<file path="config.mk">
export PLATFORM = sky130hd
export DESIGN_NAME = list_dispatch_arbiter
export DESIGN_NICKNAME = d
export VERILOG_FILES = /design/src/rtl/list_dispatch_arbiter_pkg.sv /design/src/rtl/list_dispatch_arbiter_rr_picker.sv /design/src/rtl/list_dispatch_arbiter.sv
export SDC_FILE = /design/constraint.sdc
export NUM_CORES = 1
export LEC_CHECK = 0
export BUFFER_PORTS_ARGS = -buffer_cell sky130_fd_sc_hd__buf_2
export CAP_MARGIN = 20
export CORE_ASPECT_RATIO = 1.1
export CORE_MARGIN = 4
export CORE_UTILIZATION = 45
export CTS_CLUSTER_SIZE = 12
export DETAILED_ROUTE_END_ITERATION = 10
export PLACE_DENSITY = 0.8
export SLEW_MARGIN = 15
export SYNTH_ARGS = -nofsm -noshare
export SYNTH_HDL_FRONTEND = slang
export SYNTH_SLANG_ARGS = --single-unit
</file>
<file path="constraint.sdc">
create_clock -name clock -period 3.38 [get_ports clock]
set_input_delay 0.169 -clock clock [delete_from_list [all_inputs] [get_ports clock]]
set_output_delay 0.169 -clock clock [all_outputs]
set_load 0.005 [all_outputs]
</file>
<file path="src/rtl/list_dispatch_arbiter_pkg.sv">
// Shared types and helpers for the list dispatch arbiter.
// Holds the FSM encoding, parameter bounds and index width helper.
package list_dispatch_arbiter_pkg;

  typedef enum logic [1:0] {
    IDLE    = 2'd0,
    ISSUE   = 2'd1,
    RECOVER = 2'd2
  } state_e;

  localparam int unsigned N_CONS_MIN = 2;
  localparam int unsigned N_CONS_MAX = 8;

  function automatic int unsigned clog2(input int unsigned n);
    int unsigned w;
    w = 1;
    for (int unsigned i = 1; i < 32; i++) begin
      if ((32'd1 << i) < n) w = i + 1;
    end
    return w;
  endfunction

endpackage

</file>
<file path="src/rtl/list_dispatch_arbiter_rr_picker.sv">
// Round-robin first-set search over pending requests.
// Search starts one past the last grant and wraps.
module rr_picker
  import list_dispatch_arbiter_pkg::*;
#(
  parameter int unsigned N_CONS = 4,
  localparam int unsigned IW = clog2(N_CONS)
) (
  input  logic [N_CONS-1:0] pending_i,
  input  logic [IW-1:0]     rr_ptr_i,
  output logic              grant_valid_o,
  output logic [IW-1:0]     grant_idx_o
);

  int unsigned j;

  // Walk offsets high to low so the nearest set bit wins.
  always_comb begin
    grant_valid_o = 1'b0;
    grant_idx_o   = '0;
    j             = 0;
    for (int unsigned off = N_CONS; off > 0; off--) begin
      j = 32'(rr_ptr_i) + off;
      if (j >= N_CONS) j = j - N_CONS;
      if (pending_i[IW'(j)]) begin
        grant_valid_o = 1'b1;
        grant_idx_o   = IW'(j);
      end
    end
  end

endmodule

</file>
<file path="src/rtl/list_dispatch_arbiter.sv">
// Shares one req/ack/eol list source among N_CONS consumers,
// one element per consumer request, round-robin order.
module list_dispatch_arbiter
  import list_dispatch_arbiter_pkg::*;
#(
  parameter int unsigned N_CONS = 4,
  parameter int unsigned WIDTH  = 8
) (
  input  logic                    clock,
  input  logic                    ready,
  output logic                    src_req,
  input  logic                    src_ack,
  input  logic                    src_eol,
  input  logic [WIDTH-1:0]        src_value,
  input  logic [N_CONS-1:0]       cons_req,
  output logic [N_CONS-1:0]       cons_ack,
  output logic                    cons_eol,
  output logic [N_CONS*WIDTH-1:0] cons_value
);

  localparam int unsigned IW = clog2(N_CONS);

  state_e                  state_q, state_d;
  logic [N_CONS-1:0]       pending_q, pending_d;
  logic [N_CONS-1:0]       last_req_q;
  logic [IW-1:0]           rr_ptr_q, rr_ptr_d;
  logic [IW-1:0]           gnt_q, gnt_d;
  logic                    src_req_q, src_req_d;
  logic [N_CONS-1:0]       cons_ack_q, cons_ack_d;
  logic [N_CONS*WIDTH-1:0] cons_value_q, cons_value_d;

  logic [N_CONS-1:0] req_rise;
  logic              grant_valid;
  logic [IW-1:0]     grant_idx;

  assign req_rise   = cons_req & ~last_req_q;
  assign src_req    = src_req_q;
  assign cons_ack   = cons_ack_q;
  assign cons_eol   = src_eol;
  assign cons_value = cons_value_q;

  rr_picker #(
    .N_CONS(N_CONS)
  ) u_pick (
    .pending_i    (pending_q),
    .rr_ptr_i     (rr_ptr_q),
    .grant_valid_o(grant_valid),
    .grant_idx_o  (grant_idx)
  );

  always_comb begin
    state_d      = state_q;
    pending_d    = pending_q | (src_eol ? '0 : req_rise);
    rr_ptr_d     = rr_ptr_q;
    gnt_d        = gnt_q;
    src_req_d    = src_req_q;
    cons_ack_d   = '0;
    cons_value_d = cons_value_q;
    unique case (state_q)
      IDLE: begin
        if (src_eol) begin
          pending_d = '0;
        end else if (grant_valid) begin
          pending_d[grant_idx] = 1'b0;
          rr_ptr_d  = grant_idx;
          gnt_d     = grant_idx;
          src_req_d = 1'b1;
          state_d   = ISSUE;
        end
      end
      ISSUE: begin
        if (src_ack) begin
          cons_value_d[gnt_q*WIDTH +: WIDTH] = src_value;
          cons_ack_d[gnt_q] = 1'b1;
          src_req_d = 1'b0;
          state_d   = RECOVER;
        end
      end
      // Keep req low a cycle so the source sees a fresh edge.
      RECOVER: state_d = IDLE;
      default: state_d = IDLE;
    endcase
  end

  always_ff @(posedge clock) begin
    if (!ready) begin
      state_q      <= IDLE;
      pending_q    <= '0;
      last_req_q   <= '0;
      rr_ptr_q     <= IW'(N_CONS - 1);
      gnt_q        <= '0;
      src_req_q    <= 1'b0;
      cons_ack_q   <= '0;
      cons_value_q <= '0;
    end else begin
      state_q      <= state_d;
      pending_q    <= pending_d;
      last_req_q   <= cons_req;
      rr_ptr_q     <= rr_ptr_d;
      gnt_q        <= gnt_d;
      src_req_q    <= src_req_d;
      cons_ack_q   <= cons_ack_d;
      cons_value_q <= cons_value_d;
    end
  end

endmodule

</file>
# Yosys cells after proc, flatten, opt, wreduce, memory -nomap -nowiden
# Index checks and enable logic that the tools add are counted.
[classes]
eq_ne = 4
reduce_logical = 9
bitwise = 6
n_mux = 37
addsub = 9
n_shift = 2
order_cmp = 12
[ops]
columns = ["cell", "count"]
rows = [
  ["negator 5 -> 34 bit", 1],
  ["variable shift 8 x 34 -> 32 bit, first input constant", 1],
  ["indexed part select 8 x 34 -> 32 bit", 1],
  ["bitwise mux 32 bit", 1],
  ["two-way mux 2 bit", 11],
  ["less-than comparator 2 x 3 -> 1 bit, second input constant", 6],
  ["two-way mux 4 bit", 4],
  ["two-way mux 1 bit", 13],
  ["greater-or-equal comparator 3 bit, second input constant", 3],
  ["AND reduction 3 bit", 3],
  ["bitwise AND 4 bit", 2],
  ["binary-select mux 1 bit (select 2 bit)", 4],
  ["inverter 4 bit", 2],
  ["subtractor 2 x 1 -> 2 bit, second input constant", 4],
  ["adder 2 x 2 -> 3 bit, second input constant", 2],
  ["inequality test 2 bit, second input constant", 3],
  ["adder 2 x 3 -> 4 bit, second input constant", 1],
  ["demux 1 bit (select 2 bit)", 2],
  ["greater-or-equal comparator 2 x 1 -> 1 bit, second input constant", 2],
  ["greater-or-equal comparator 4 x 3 -> 1 bit, second input constant", 1],
  ["OR 4 bit", 1],
  ["case mux 2 bit (2 select lines)", 1],
  ["AND reduction 4 bit", 1],
  ["adder 2 x 1 -> 3 bit, second input constant", 1],
  ["7 further kinds", 8],
]
[word_totals]
regBits = 51
wordCells = 87
in_bits = 16

# Depth between registers and ports, before layout
[depth]
depth_word = 18
depth_mapped = 6
depth_no_buf = 5

# Hierarchy
# A second synthesis with hierarchy kept.
[hier_totals]
hier_cells = 244
hier_area_um2 = 2229.6
[modules_own_cells]
columns = ["mod", "instances", "seq_area_each_um2", "cells_per_inst", "area_each_um2"]
rows = [
  ["list_dispatch_arbiter", 1, 1021.0, 230, 2138.3],
  ["rr_picker", 1, 0.0, 14, 91.3],
]

# Worst setup path after synthesis
# Ideal clock, no wire load.
[synth_timing]
kind = "reg2reg"
from = "register gnt_q[0]"
to = "register cons_value_q[10] (netlist: cons_value[10])"
path_slack_ns = 1.747
period_less_slack_ns = 1.633
arrival_time_ns = 1.563
stages_incl_launch_ff = 6
cell_sequence = "dfxtp_1 > inv_1 > ha_1 > nor3b_2 > nand3_1 > a21oi_1"
[synth_between]
elab_chain_cells = 3
[synth_rtl]
columns = ["element", "line", "text"]
rows = [
  ["start, declared", "list_dispatch_arbiter.sv:27", "logic [IW-1:0] gnt_q, gnt_d;"],
  ["start signal, assigned", "list_dispatch_arbiter.sv:100", "gnt_q <= gnt_d;"],
  ["negator 5 -> 34 bit (*)", "list_dispatch_arbiter.sv:73", "cons_value_d[gnt_q*WIDTH +: WIDTH] = src_value;"],
  ["indexed part select 8 x 34 -> 32 bit or variable shift 8 x 34 -> 32 bit (tied branches)", "list_dispatch_arbiter.sv:73", ""],
  ["bitwise mux 32 bit (*)", "list_dispatch_arbiter.sv:73", ""],
  ["end signal, assigned", "list_dispatch_arbiter.sv:103", "cons_value_q <= cons_value_d;"],
  ["end, declared", "list_dispatch_arbiter.sv:30", "logic [N_CONS*WIDTH-1:0] cons_value_q, cons_value_d;"],
]
# Mark *: on every way between the ends. The rest lies on a longest branch, timed or not.
# A chain may end at the register's enable or synchronous reset.

# Worst setup path after layout
[layout_timing]
from = "register gnt_q[0]"
to = "register cons_value_q[23] (netlist: cons_value[23])"
# The elaborated chain is that of the path after synthesis.

==> metrics.log <==
[metrics] number of antenna violations at the first check in global routing: 0
[metrics] number of post-CTS setup repair buffers: 0
[metrics] buffers from clock root to sink, at most: 2
[metrics] Routed WL: approximately 4800 microns
[metrics] cell area after synthesis: around 2100 sq um
[metrics] Post-CTS Hold Buffers: 0
[metrics] clock root buffer: clkbuf_8
[metrics] RR Startpoint: gnt_q[0]$_SDFFE_PN0P_
[metrics] number of warning messages in the yosys log: 0
[metrics] GPL Wtd Cong: between 0.8 and 0.9
[metrics] Worst-Skew Late Latency: 0.30 ns
[metrics] peak supply drop: 0.286 mV
[metrics] number of hold-slack violations in the final timing report: 0
[metrics] HPWL after DPL: roughly 3500 microns
[metrics] die height: 80.0 microns
[metrics] endpoint kind of the worst setup timing path: flip-flop
[metrics] Starting DRT DRC Count: between 100 and 150
[metrics] required time at the endpoint of the critical path: ~3.6 ns
[metrics] most common cell after layout, fill and taps aside: buf_2
[metrics] headroom to the max-slew limit: between 50 and 60%
[metrics] H-tree Lvls: 2
[metrics] wire length of the first global-routing pass: approximately 7500 microns
[metrics] shortest clock period the worst path allows after layout: slightly below 2 ns
[metrics] DR DRC count: 0
[metrics] number of instances in the synthesized netlist: ~240
[metrics] setup ws final: about 1.4 ns
[metrics] area of the core: 4410 sq um
[metrics] detailed-router iteration count before antenna repair: 4
[metrics] count of standard-cell rows: 25
[metrics] effective utilization at floorplan: between 40% and 50%
[metrics] net count after synthesis: 263
[metrics] Worst Max-Slew Pin Slew: roughly 0.63 ns
[metrics] fraction of layout instances using a drive strength above 1: 26.6%
[metrics] sequential-to-total area share from yosys stat: 48.2%
[metrics] Peak Freq: 0.514 GHz
[metrics] TNS Setup: 0 ns
[metrics] Net count, final: 312
[metrics] CTS tree: yes
[metrics] arrival time at the worst endpoint: 2.17 ns
[metrics] total inserted antenna cells: 0
[metrics] prevailing post-synth register cell: dfxtp_1
[metrics] Worst Path Class, Setup: reg -> reg
[metrics] Max stage delay on crit path: about 0.47 ns
[metrics] class of the tightest hold or removal check: in -> reg
[metrics] CTS sink count: between 50 and 60
[metrics] count of max-cap constraint violations: 0
[metrics] worst min-delay path startpoint: cons_req[0]
[metrics] vias in the first global route: 1648
[metrics] TritonCTS Buffers: 5
[metrics] clock transition at the registers of the reported paths: around 0.090 ns
[metrics] RSZ-0062 raised after global routing: no
[metrics] number of pins exceeding their max-slew limit in the final report: 0
[metrics] setup clock skew after layout: about 0.004 ns
[metrics] detail-routed via count per cell: approximately 5.4
[metrics] Post-CTS Resized: 0
[metrics] global-route total usage across every layer: between 10% and 20%
[metrics] result of the run: finished clean
[metrics] Horiz. Die Dim: between 70 and 80 microns
[metrics] worst slack after detailed placement: between 1 and 1.5 ns
[metrics] largest net degree at the start of global routing: 38
[metrics] static leakage power: about 0.0010 uW
[metrics] Max Fanout on Critical Path: 8
[metrics] number of flops mapped to enable cells by yosys: 0
[metrics] Post-DRT Antenna Nets: 0
[metrics] Tcrit/Tclk final: 57.5%
[metrics] die area: slightly below 6000 sq um
[metrics] I/O pin total: 54
[metrics] worst setup path start: gnt_q[0]$_SDFFE_PN0P_
[metrics] fraction of registers with async set/reset: 0%
[metrics] pwr dens: 445 nW/um^2
[metrics] number of library cell types mapped by synthesis: 35
[metrics] Overflow after GRT: 0
[metrics] Avg Cell Area, Syn: about 9 sq um
[metrics] series of cell instances along the critical path: inv_1, ha_1, nor3b_2, nand3_1, a21oi_1
[metrics] commonest cells after routing, fill and taps aside: buf_2 (53), dfxtp_1 (51), nand2_1 (40)
[metrics] layout overhead on the synthesized area: 17.4%
[metrics] Avg WL per Cell: 13.9 microns
[metrics] flop and latch count out of synthesis: 51
[metrics] quantity of I/O buffers inserted on ports: 53
[metrics] total number of vias: between 1500 and 2000
[metrics] cell with the largest stage delay on the worst path: dfxtp_1
[metrics] Setup-failing EPs final: 0
[metrics] startpoint type of the worst setup path: flip-flop
worst paths after layout:
path                                                     to  slack, ns  depth (start not counted)
worst max-delay path            cons_value[23]$_SDFFE_PN0P_       1.44                          5
worst min-delay path               last_req_q[0]$_SDFF_PN0_       0.08                          2
worst max register to register  cons_value[23]$_SDFFE_PN0P_       1.44                          5
worst min register to register  cons_value[14]$_SDFFE_PN0P_       0.45                          2
registers in the layout (all words and copies together) (netlist names):
register    cells
cons_ack        4
src_req         1
rr_ptr_q        2
pending_q       4
last_req_q      4
gnt_q           2
cons_value     32
state_q         2
through the flow:
| stage | power, uW | instance area, sq um | hold WS (ns) | cells | utilization (%) |
|---|---|---|---|---|---|
| global route | 1150 | 2490 | 0.0751 | 343 | 56.4 |
| global placement | 736 | 2380 | 0.385 | 335 | 54.0 |
| floorplan | 705 | 2120 | 0.291 | 239 | - |
| finish | 1110 | 2490 | 0.0780 | 343 | 56.4 |
| detailed placement | 738 | 2380 | 0.389 | 335 | 54.0 |
| CTS | 1120 | 2490 | 0.0684 | 343 | 56.4 |
synthesized netlist by cell type (all sizes together) (3+ instances only):
cell type | count | area (sq um)
dfxtp | 51 | 1020
nor3 | 3 | 20.0
nor2 | 6 | 22.5
clkbuf | 5 | 18.8
a211oi | 4 | 35.0
a21oi | 38 | 190
nand2 | 40 | 150
buf | 6 | 48.8
and2 | 9 | 56.3
inv | 8 | 30.0
and3 | 4 | 25.0
nand3 | 32 | 160
ha | 8 | 100
nor3b | 5 | 52.6
worst max-delay path, delay by kind of cell (launching register included):
| family | cells | cell delay, ns |
|---|---|---|
| and+or+nand+nor | 2 | 0.61 |
| DFF | 1 | 0.47 |
| AOI/OAI and AO/OA | 1 | 0.18 |
| buffers and inverters | 1 | 0.21 |
| adders and majority gates | 1 | 0.40 |
layer usage:
layer  routed length (microns)  share of wire (%)  GRT usage, %  vias to the layer above
met1                      2110                 44          19.7                      861
li1                          -                  -             -                      925
met4                        78                1.6          7.25                        0
met2                      2260                 47          27.1                       56
met5                         0                  0             0                        -
met3                       330                6.9          4.16                        8
kinds of logic (layout without fill, tap and decap cells):
| family | after synthesis | in the layout | synth area share [%] |
|---|---|---|---|
| AO/OA/AOI/OAI | 53 | 53 | 15.8 |
| AND/OR/NAND/NOR | 107 | 107 | 26.2 |
| buffers and inverters | 19 | 69 | 4.61 |
| flip-flops | 51 | 51 | 48.2 |
| multiplexers | 1 | 1 | 0.473 |
| adder cells (fa/ha/maj) | 8 | 8 | 4.73 |
layout make-up:
| cell class | count | area, sq um |
|---|---|---|
| clock inverters | 1 | 7.51 |
| well taps | 54 | 67.6 |
| clock buffers | 7 | 96.3 |
| repair buffers | 53 | 265 |
| multi-input cells | 169 | 1000 |
| inverters | 8 | 30.0 |
| fillers | 414 | 1920 |
| flip-flops and latches | 51 | 1020 |
power by group:
group / internal, uW / leakage (uW) / switching, uW / total (uW)
Clock: 186 / 0.0000505 / 196 / 382
Combinational: 36.7 / 0.000578 / 62.7 / 99.4
Sequential: 612 / 0.000413 / 13.4 / 626
Total: 836 / 0.00104 / 272 / 1110
No activity file was read; power rests on OpenSTA's default activity.
